### src/rtl/alu_ctrl_pkg.sv
// Shared types and constants for the ALU sharing controller.
package alu_ctrl_pkg;

  // Default datapath widths; these must match the ALU instance.
  localparam int ALU_W   = 64;
  localparam int ALU_OPW = 4;

  // Opcode constants; only ADD is defined, every other code is reserved.
  localparam logic [3:0] OP_ADD = 4'h0;

  // Controller FSM states.
  typedef enum logic [1:0] {
    IDLE = 2'd0,
    EXEC = 2'd1,
    CAPT = 2'd2,
    RESP = 2'd3
  } alu_state_e;

endpackage

### src/rtl/alu_share_ctrl_if.sv
// Bus bundle between requesters, the shared ALU and the response consumer.
// The controller uses the slave view; the surrounding system uses master.
interface alu_share_ctrl_if #(
  parameter int NREQ = 4,
  parameter int W    = 64,
  parameter int OPW  = 4,
  parameter int IDW  = $clog2(NREQ)
);
  logic [NREQ-1:0]     req_valid;
  logic [NREQ-1:0]     req_ready;
  logic [NREQ*W-1:0]   req_a;
  logic [NREQ*W-1:0]   req_b;
  logic [NREQ*OPW-1:0] req_op;
  logic [W-1:0]        alu_a;
  logic [W-1:0]        alu_b;
  logic [OPW-1:0]      alu_op;
  logic [W-1:0]        alu_result;
  logic                rsp_valid;
  logic                rsp_ready;
  logic [IDW-1:0]      rsp_id;
  logic [W-1:0]        rsp_result;
  logic                busy;

  modport slave (
    input  req_valid, req_a, req_b, req_op, alu_result, rsp_ready,
    output req_ready, alu_a, alu_b, alu_op, rsp_valid, rsp_id, rsp_result, busy
  );

  modport master (
    output req_valid, req_a, req_b, req_op, alu_result, rsp_ready,
    input  req_ready, alu_a, alu_b, alu_op, rsp_valid, rsp_id, rsp_result, busy
  );
endinterface

### src/rtl/rr_arbiter.sv
// Combinational round-robin arbiter: first requester at or above ptr wins,
// wrapping to the lowest index when nothing is pending above ptr.
module rr_arbiter #(
  parameter int NREQ = 4,
  parameter int IDW  = $clog2(NREQ)
) (
  input  logic [NREQ-1:0] req,
  input  logic [IDW-1:0]  ptr,
  output logic [NREQ-1:0] gnt_onehot,
  output logic [IDW-1:0]  gnt_idx,
  output logic            any
);
  logic [NREQ-1:0] hi_mask;
  logic [NREQ-1:0] req_hi;
  logic            found;

  for (genvar gi = 0; gi < NREQ; gi++) begin : g_mask
    assign hi_mask[gi]    = (IDW'(gi) >= ptr);
    assign gnt_onehot[gi] = any && (gnt_idx == IDW'(gi));
  end

  assign req_hi = req & hi_mask;
  assign any    = |req;

  // Lowest pending index at/above ptr, else lowest pending index overall
  always_comb begin
    gnt_idx = '0;
    found   = 1'b0;
    for (int k = 0; k < NREQ; k++) begin
      if (!found && req_hi[k]) begin
        found   = 1'b1;
        gnt_idx = IDW'(k);
      end
    end
    for (int k = 0; k < NREQ; k++) begin
      if (!found && req[k]) begin
        found   = 1'b1;
        gnt_idx = IDW'(k);
      end
    end
  end
endmodule

### src/rtl/alu_share_ctrl.sv
// Shares one registered ALU among NREQ requesters. One operation is in
// flight at a time: accept (IDLE) -> ALU samples (EXEC) -> result
// captured (CAPT) -> response held until consumed (RESP).
module alu_share_ctrl
  import alu_ctrl_pkg::*;
#(
  parameter int NREQ = 4,
  parameter int W    = ALU_W,
  parameter int OPW  = ALU_OPW,
  parameter int IDW  = $clog2(NREQ)
) (
  input logic          clk,
  input logic          rst_n,
  alu_share_ctrl_if.slave bus
);
  localparam logic [1:0] ST_IDLE = IDLE;
  localparam logic [1:0] ST_EXEC = EXEC;
  localparam logic [1:0] ST_CAPT = CAPT;
  localparam logic [1:0] ST_RESP = RESP;

  logic [1:0]     state_q, state_d;
  logic [IDW-1:0] ptr_q, ptr_d;
  logic [W-1:0]   issue_a_q, issue_b_q;
  logic [OPW-1:0] issue_op_q;
  logic [IDW-1:0] rsp_id_q;
  logic [W-1:0]   rsp_result_q;

  logic [NREQ-1:0] gnt_onehot;
  logic [IDW-1:0]  gnt_idx;
  logic            arb_any;
  logic            accept;

  // Per-requester views of the packed operand/opcode buses
  logic [W-1:0]   a_arr  [NREQ];
  logic [W-1:0]   b_arr  [NREQ];
  logic [OPW-1:0] op_arr [NREQ];

  for (genvar gi = 0; gi < NREQ; gi++) begin : g_unpack
    assign a_arr[gi]  = bus.req_a[gi*W +: W];
    assign b_arr[gi]  = bus.req_b[gi*W +: W];
    assign op_arr[gi] = bus.req_op[gi*OPW +: OPW];
  end

  rr_arbiter #(
    .NREQ (NREQ),
    .IDW  (IDW)
  ) u_arb (
    .req        (bus.req_valid),
    .ptr        (ptr_q),
    .gnt_onehot (gnt_onehot),
    .gnt_idx    (gnt_idx),
    .any        (arb_any)
  );

  // Only IDLE accepts; gating with rst_n keeps req_ready low during reset
  // even though the arbiter sees pending requests.
  assign accept        = (state_q == ST_IDLE) && arb_any;
  assign bus.req_ready = (accept ? gnt_onehot : '0) & {NREQ{rst_n}};

  // Next state and next round-robin pointer
  always_comb begin
    state_d = state_q;
    ptr_d   = ptr_q;
    case (state_q)
      ST_IDLE: begin
        if (arb_any) begin
          state_d = ST_EXEC;
          ptr_d   = (gnt_idx == IDW'(NREQ - 1)) ? '0 : gnt_idx + 1'b1;
        end
      end
      ST_EXEC: state_d = ST_CAPT;
      ST_CAPT: state_d = ST_RESP;
      ST_RESP: if (bus.rsp_ready) state_d = ST_IDLE;
      default: state_d = ST_IDLE;
    endcase
  end

  // FSM state and arbitration pointer
  always_ff @(posedge clk or negedge rst_n) begin
    if (!rst_n) begin
      state_q <= ST_IDLE;
      ptr_q   <= '0;
    end else begin
      state_q <= state_d;
      ptr_q   <= ptr_d;
    end
  end

  // Issue registers and response tag, loaded on accept; they hold the
  // last issued operation so the ALU inputs stay stable outside EXEC.
  always_ff @(posedge clk or negedge rst_n) begin
    if (!rst_n) begin
      issue_a_q  <= '0;
      issue_b_q  <= '0;
      issue_op_q <= '0;
      rsp_id_q   <= '0;
    end else if (accept) begin
      issue_a_q  <= a_arr[gnt_idx];
      issue_b_q  <= b_arr[gnt_idx];
      issue_op_q <= op_arr[gnt_idx];
      rsp_id_q   <= gnt_idx;
    end
  end

  // Capture the ALU result in the cycle after the ALU sampled its inputs
  always_ff @(posedge clk or negedge rst_n) begin
    if (!rst_n) begin
      rsp_result_q <= '0;
    end else if (state_q == ST_CAPT) begin
      rsp_result_q <= bus.alu_result;
    end
  end

  assign bus.alu_a      = issue_a_q;
  assign bus.alu_b      = issue_b_q;
  assign bus.alu_op     = issue_op_q;
  assign bus.rsp_valid  = (state_q == ST_RESP);
  assign bus.rsp_id     = rsp_id_q;
  assign bus.rsp_result = rsp_result_q;
  assign bus.busy       = (state_q != ST_IDLE);
endmodule

### src/flat_wrapper.sv
// flat-port wrapper written by rule: the top's interface ports become plain ports
module alu_share_ctrl_flat import alu_ctrl_pkg::*;
#(
  parameter int NREQ = 4,
  parameter int W    = ALU_W,
  parameter int OPW  = ALU_OPW,
  parameter int IDW  = $clog2(NREQ)
)
  (clk, rst_n, bus_req_valid, bus_req_a, bus_req_b, bus_req_op, bus_alu_result, bus_rsp_ready, bus_req_ready, bus_alu_a, bus_alu_b, bus_alu_op, bus_rsp_valid, bus_rsp_id, bus_rsp_result, bus_busy);
  alu_share_ctrl_if #(.NREQ(NREQ), .W(W), .OPW(OPW), .IDW(IDW)) bus_i ();
  input logic clk;
  input logic rst_n;
  input wire logic [$bits(bus_i.req_valid)-1:0] bus_req_valid;
  input wire logic [$bits(bus_i.req_a)-1:0] bus_req_a;
  input wire logic [$bits(bus_i.req_b)-1:0] bus_req_b;
  input wire logic [$bits(bus_i.req_op)-1:0] bus_req_op;
  input wire logic [$bits(bus_i.alu_result)-1:0] bus_alu_result;
  input wire logic [$bits(bus_i.rsp_ready)-1:0] bus_rsp_ready;
  output wire logic [$bits(bus_i.req_ready)-1:0] bus_req_ready;
  output wire logic [$bits(bus_i.alu_a)-1:0] bus_alu_a;
  output wire logic [$bits(bus_i.alu_b)-1:0] bus_alu_b;
  output wire logic [$bits(bus_i.alu_op)-1:0] bus_alu_op;
  output wire logic [$bits(bus_i.rsp_valid)-1:0] bus_rsp_valid;
  output wire logic [$bits(bus_i.rsp_id)-1:0] bus_rsp_id;
  output wire logic [$bits(bus_i.rsp_result)-1:0] bus_rsp_result;
  output wire logic [$bits(bus_i.busy)-1:0] bus_busy;
  assign bus_i.req_valid = bus_req_valid;
  assign bus_i.req_a = bus_req_a;
  assign bus_i.req_b = bus_req_b;
  assign bus_i.req_op = bus_req_op;
  assign bus_i.alu_result = bus_alu_result;
  assign bus_i.rsp_ready = bus_rsp_ready;
  assign bus_req_ready = bus_i.req_ready;
  assign bus_alu_a = bus_i.alu_a;
  assign bus_alu_b = bus_i.alu_b;
  assign bus_alu_op = bus_i.alu_op;
  assign bus_rsp_valid = bus_i.rsp_valid;
  assign bus_rsp_id = bus_i.rsp_id;
  assign bus_rsp_result = bus_i.rsp_result;
  assign bus_busy = bus_i.busy;
  alu_share_ctrl #(.NREQ(NREQ), .W(W), .OPW(OPW), .IDW(IDW)) u_core (.clk(clk), .rst_n(rst_n), .bus(bus_i));
endmodule
### config.mk
export PLATFORM = sky130hd
export DESIGN_NAME = alu_share_ctrl_flat
export DESIGN_NICKNAME = d
export VERILOG_FILES = /design/src/rtl/alu_ctrl_pkg.sv /design/src/rtl/alu_share_ctrl_if.sv /design/src/rtl/rr_arbiter.sv /design/src/rtl/alu_share_ctrl.sv /design/src/flat_wrapper.sv
export SDC_FILE = /design/constraint.sdc
export NUM_CORES = 1
export LEC_CHECK = 0
export CELL_PAD_IN_SITES_DETAIL_PLACEMENT = 0
export CELL_PAD_IN_SITES_GLOBAL_PLACEMENT = 2
export CORE_AREA = 2 2 316 318
export DETAILED_ROUTE_END_ITERATION = 7
export DIE_AREA = 0 0 318 320
export PLACE_DENSITY_LB_ADDON = 0.1
export SYNTH_ARGS = -nofsm -noshare
export SYNTH_HDL_FRONTEND = slang
export SYNTH_SLANG_ARGS = --single-unit
### constraint.sdc
create_clock -name clk -period 2.9 [get_ports clk]
set_input_delay 0.58 -clock clk [delete_from_list [all_inputs] [get_ports clk]]
set_output_delay 0.58 -clock clk [all_outputs]
set_load 0.02 [all_outputs]
==> qor.yml <==
timing:
  tightestPinTransition_ps: 900
  tns_ps: 0
  slew_viol_final: 0
  worst_slew_margin_rel_pct: 40.0
  report.final.hold_viol_count: 0
  finalCriticalPeriod_ps: 2810
  fin_hold_ws_ps: 155
  skew_ps: 25.3
  fmax_mhz: 356
  finalSetupViolations: 0
  finalCritPeriodShare_pct: 96.8
placement:
  place_congestion: 0.742
  portBuffers: 802
  hpwl_um: 52200
clock_tree:
  cts_buffer_depth: 3
  clock_latency_ps: 560
  htree_levels: 2
  clock_sinks: 202
  cts_made_buffers: 34
  clk_pin_slew_worst_paths_ps: 50
  cts-root-buf: "clkbuf_16"
  tritoncts: "built"
  cts_hold_buf: 0
job:
  drv_cap: 0
critical_path:
  timing.rr.end: "u_core.bus.alu_b[29]$_DFFE_PN0P_"
  crit_start: "bus_req_valid[2]"
  end_kind: "output pin"
  crit_required_ps: 2320
  start_kind: "primary input"
  critical-path-top-delay-family: "buffers and inverters"
  slowest_delay_ps: 370
  critical_path_arrival_ps: 2230
  critPathBufInv: 4
  crit_chain: "dlygate4sd2_1 -> nor2b_2 -> a21o_1 -> a211o_4 -> buf_8 -> inv_4 -> ha_1 -> and3_4 -> buf_6"
  cp_max_fo: 4
  worst-r2r-cell-count: 9
  crit_cells: 9
  crit_end: "bus_req_ready[1]"
  regToRegSetupSlack_ps: 520
  crit_type: "primary input to output pin"
  reg2reg_from: "u_core.ptr_q[0]$_DFFE_PN0P_"
  slowest_stage: "a211o_4"
yosys:
  synth_ff_type: "dfrtp_1"
  synth.area.top_cells: "dfrtp_1, mux2i_1, o221ai_1, mux2_2, nand2_1"
  ys_warn_count: 0
  synth_area_um2: 10900
  synth_edf_count: 0
  syn_area_per_cell_um2: 11.8
  async_flop_share_pct: 100
  synth_nets: 1529
  synth.top_cell.area_share_pct: 46.3
  synth-seq-cells: 202
  ys_types: 25
  synth_area_leader_cell: "dfrtp_1"
  syn_inst: 922
  synth_common_cells: "mux2i_1, dfrtp_1, nand2_1"
  seq_area_frac_synth_pct: 46.3
  synth_most_common_cell: "mux2i_1"
pwr:
  p_per_area_nw_per_um2: 988
  clkPwrFrac_pct: 18.7
  p_comb_share_pct: 58.1
  p_sw_w: 0.00889
  ir_drop_mv: 0.550
  finalPower_w: 0.0217
  p_int_w: 0.0128
  power.leakage_nw: 9.26
  p_sw_share_pct: 41.1
  sequentialPowerShare_pct: 23.2
global_routing:
  grt_pass1_wl_um: 94800
  antenna_found_initial: 26
  grt_max_degree: 114
  grtUsageTotal_pct: 12.9
  grt_overflow: 0
  grt_pass1_vias: 12520
status:
  run_status: "completed"
route:
  dr_total_vias: 11087
  ant_nets: 0
  wl_per_cell_um: 22.2
  dr.first_iter.drc_count: 328
  drt_first_pass_iters: 4
  drc: 0
  via_per_inst: 3.63
  drt_wl_total_um: 67900
floorplanning:
  die_w_um: 318
  io_pins: 803
  rows: 115
  core_area_um2: 98000
  die_h_um: 320
  die_area_um2: 102000
  start_util_pct: 11.1
layout:
  area_growth_pct: 101
  layout-drive-gt1-share_pct: 10.8
  fillers: 10539
  nets: 2347
min_path:
  min_path_type: "primary input to asynchronous set/reset pin"
[state kept, by name (all words and copies together), names as in the netlist]
register,count
u_core.bus.alu_a,64
u_core.bus.alu_b,64
u_core.bus.rsp_result,64
u_core.bus.alu_op,4
u_core.bus.rsp_id,2
u_core.ptr_q,2
u_core.state_q,2
[worst min path at each step]
stage | endpoint | slack, ps | cells past startpoint | from
after floorplan | u_core.bus.alu_a[0]$_DFFE_PN0P_ | 280 | 0 | rst_n
after global placement | u_core.bus.alu_a[56]$_DFFE_PN0P_ | 470 | 2 | u_core.bus.alu_a[56]$_DFFE_PN0P_
after detailed placement | u_core.bus.rsp_id[1]$_DFFE_PN0P_ | 470 | 2 | u_core.bus.rsp_id[1]$_DFFE_PN0P_
after CTS | u_core.bus.alu_b[46]$_DFFE_PN0P_ | 140 | 2 | rst_n
after global routing | u_core.bus.alu_b[46]$_DFFE_PN0P_ | 160 | 2 | rst_n
final | u_core.bus.alu_b[35]$_DFFE_PN0P_ | 150 | 2 | rst_n
[stage by stage]
stage | instance area [um2] | utilization [%] | setup WS (ps) | instances
2_1_floorplan | 10900 | - | 274 | 922
3_3_place_gp | 20800 | 21.2 | -357 | 2989
3_5_place_dp | 20800 | 21.2 | -337 | 2989
4_1_cts | 21900 | 22.3 | 9.59 | 3047
5_1_grt | 21900 | 22.4 | -2.33 | 3053
6_report | 21900 | 22.4 | 93.7 | 3057
[metal layers]
layer	track usage, %	wire length (um)
met1	12.5	23200
met2	23.9	35600
met3	6.55	7470
met4	3.65	1430
met5	0	215
[final cells by class]
| type | instances | area [um2] | share of cell area, % |
|---|---|---|---|
| Inverter | 6 | 25.0 | 0.114 |
| Multi-Input combinational cell | 634 | 5370 | 24.5 |
| Tap cell | 1287 | 1610 | 7.35 |
| Antenna cell | 10 | 25.0 | 0.114 |
| Timing Repair Buffer | 862 | 8790 | 40.1 |
| Clock inverter | 6 | 73.8 | 0.337 |
| Clock buffer | 50 | 971 | 4.43 |
| Sequential cell | 202 | 5060 | 23.1 |
[power by group through the flow]
| stage | clock [W] | sequential, W | combinational [W] |
|---|---|---|---|
| floorplan | 0 | 0.00668 | 0.00493 |
| global placement | 0 | 0.00504 | 0.0129 |
| detailed placement | 0 | 0.00505 | 0.0129 |
| CTS | 0.00431 | 0.00504 | 0.0130 |
| global route | 0.00438 | 0.00522 | 0.0135 |
| finish | 0.00405 | 0.00503 | 0.0126 |
[repair_timing]
action / in CTS / in global routing
cloned: 0 / 0
resized for setup: 13 / 11
endpoints found under the setup margin: 4 / 4
buffers inserted: 2 / 0
pin swaps: 2 / 2
[logic make-up after synthesis]
family | Yosys count | share of synthesized area, %
buffers and inverters | 86 | 5.08
and+or+nand+nor | 155 | 5.63
adders and majority gates | 8 | 0.917
DFF | 202 | 46.3
AOI/OAI and AO/OA | 143 | 11.2
muxes | 328 | 30.8
[cells in the final DEF, fill, tap and decap left out, drive strengths merged, types with 2 or more instances in the layout]
| master | netlist | final |
|---|---|---|
| clkdlybuf4s50 | 0 | 793 |
| mux2i | 264 | 264 |
| dfrtp | 202 | 202 |
| nand2 | 142 | 142 |
| o221ai | 132 | 132 |
| mux2 | 64 | 64 |
| buf | 48 | 63 |
| clkbuf | 32 | 52 |
| diode | 0 | 10 |
| ha | 8 | 8 |
| inv | 6 | 8 |
| o21ai | 4 | 4 |
| and3 | 4 | 4 |
| a21oi | 3 | 3 |
| dlymetal6s2s | 0 | 3 |
| nand2b | 3 | 3 |
| nor2b | 3 | 3 |
| clkinv | 0 | 3 |
| nor2 | 2 | 2 |
Note: power is estimated with default switching activity, not from simulation.
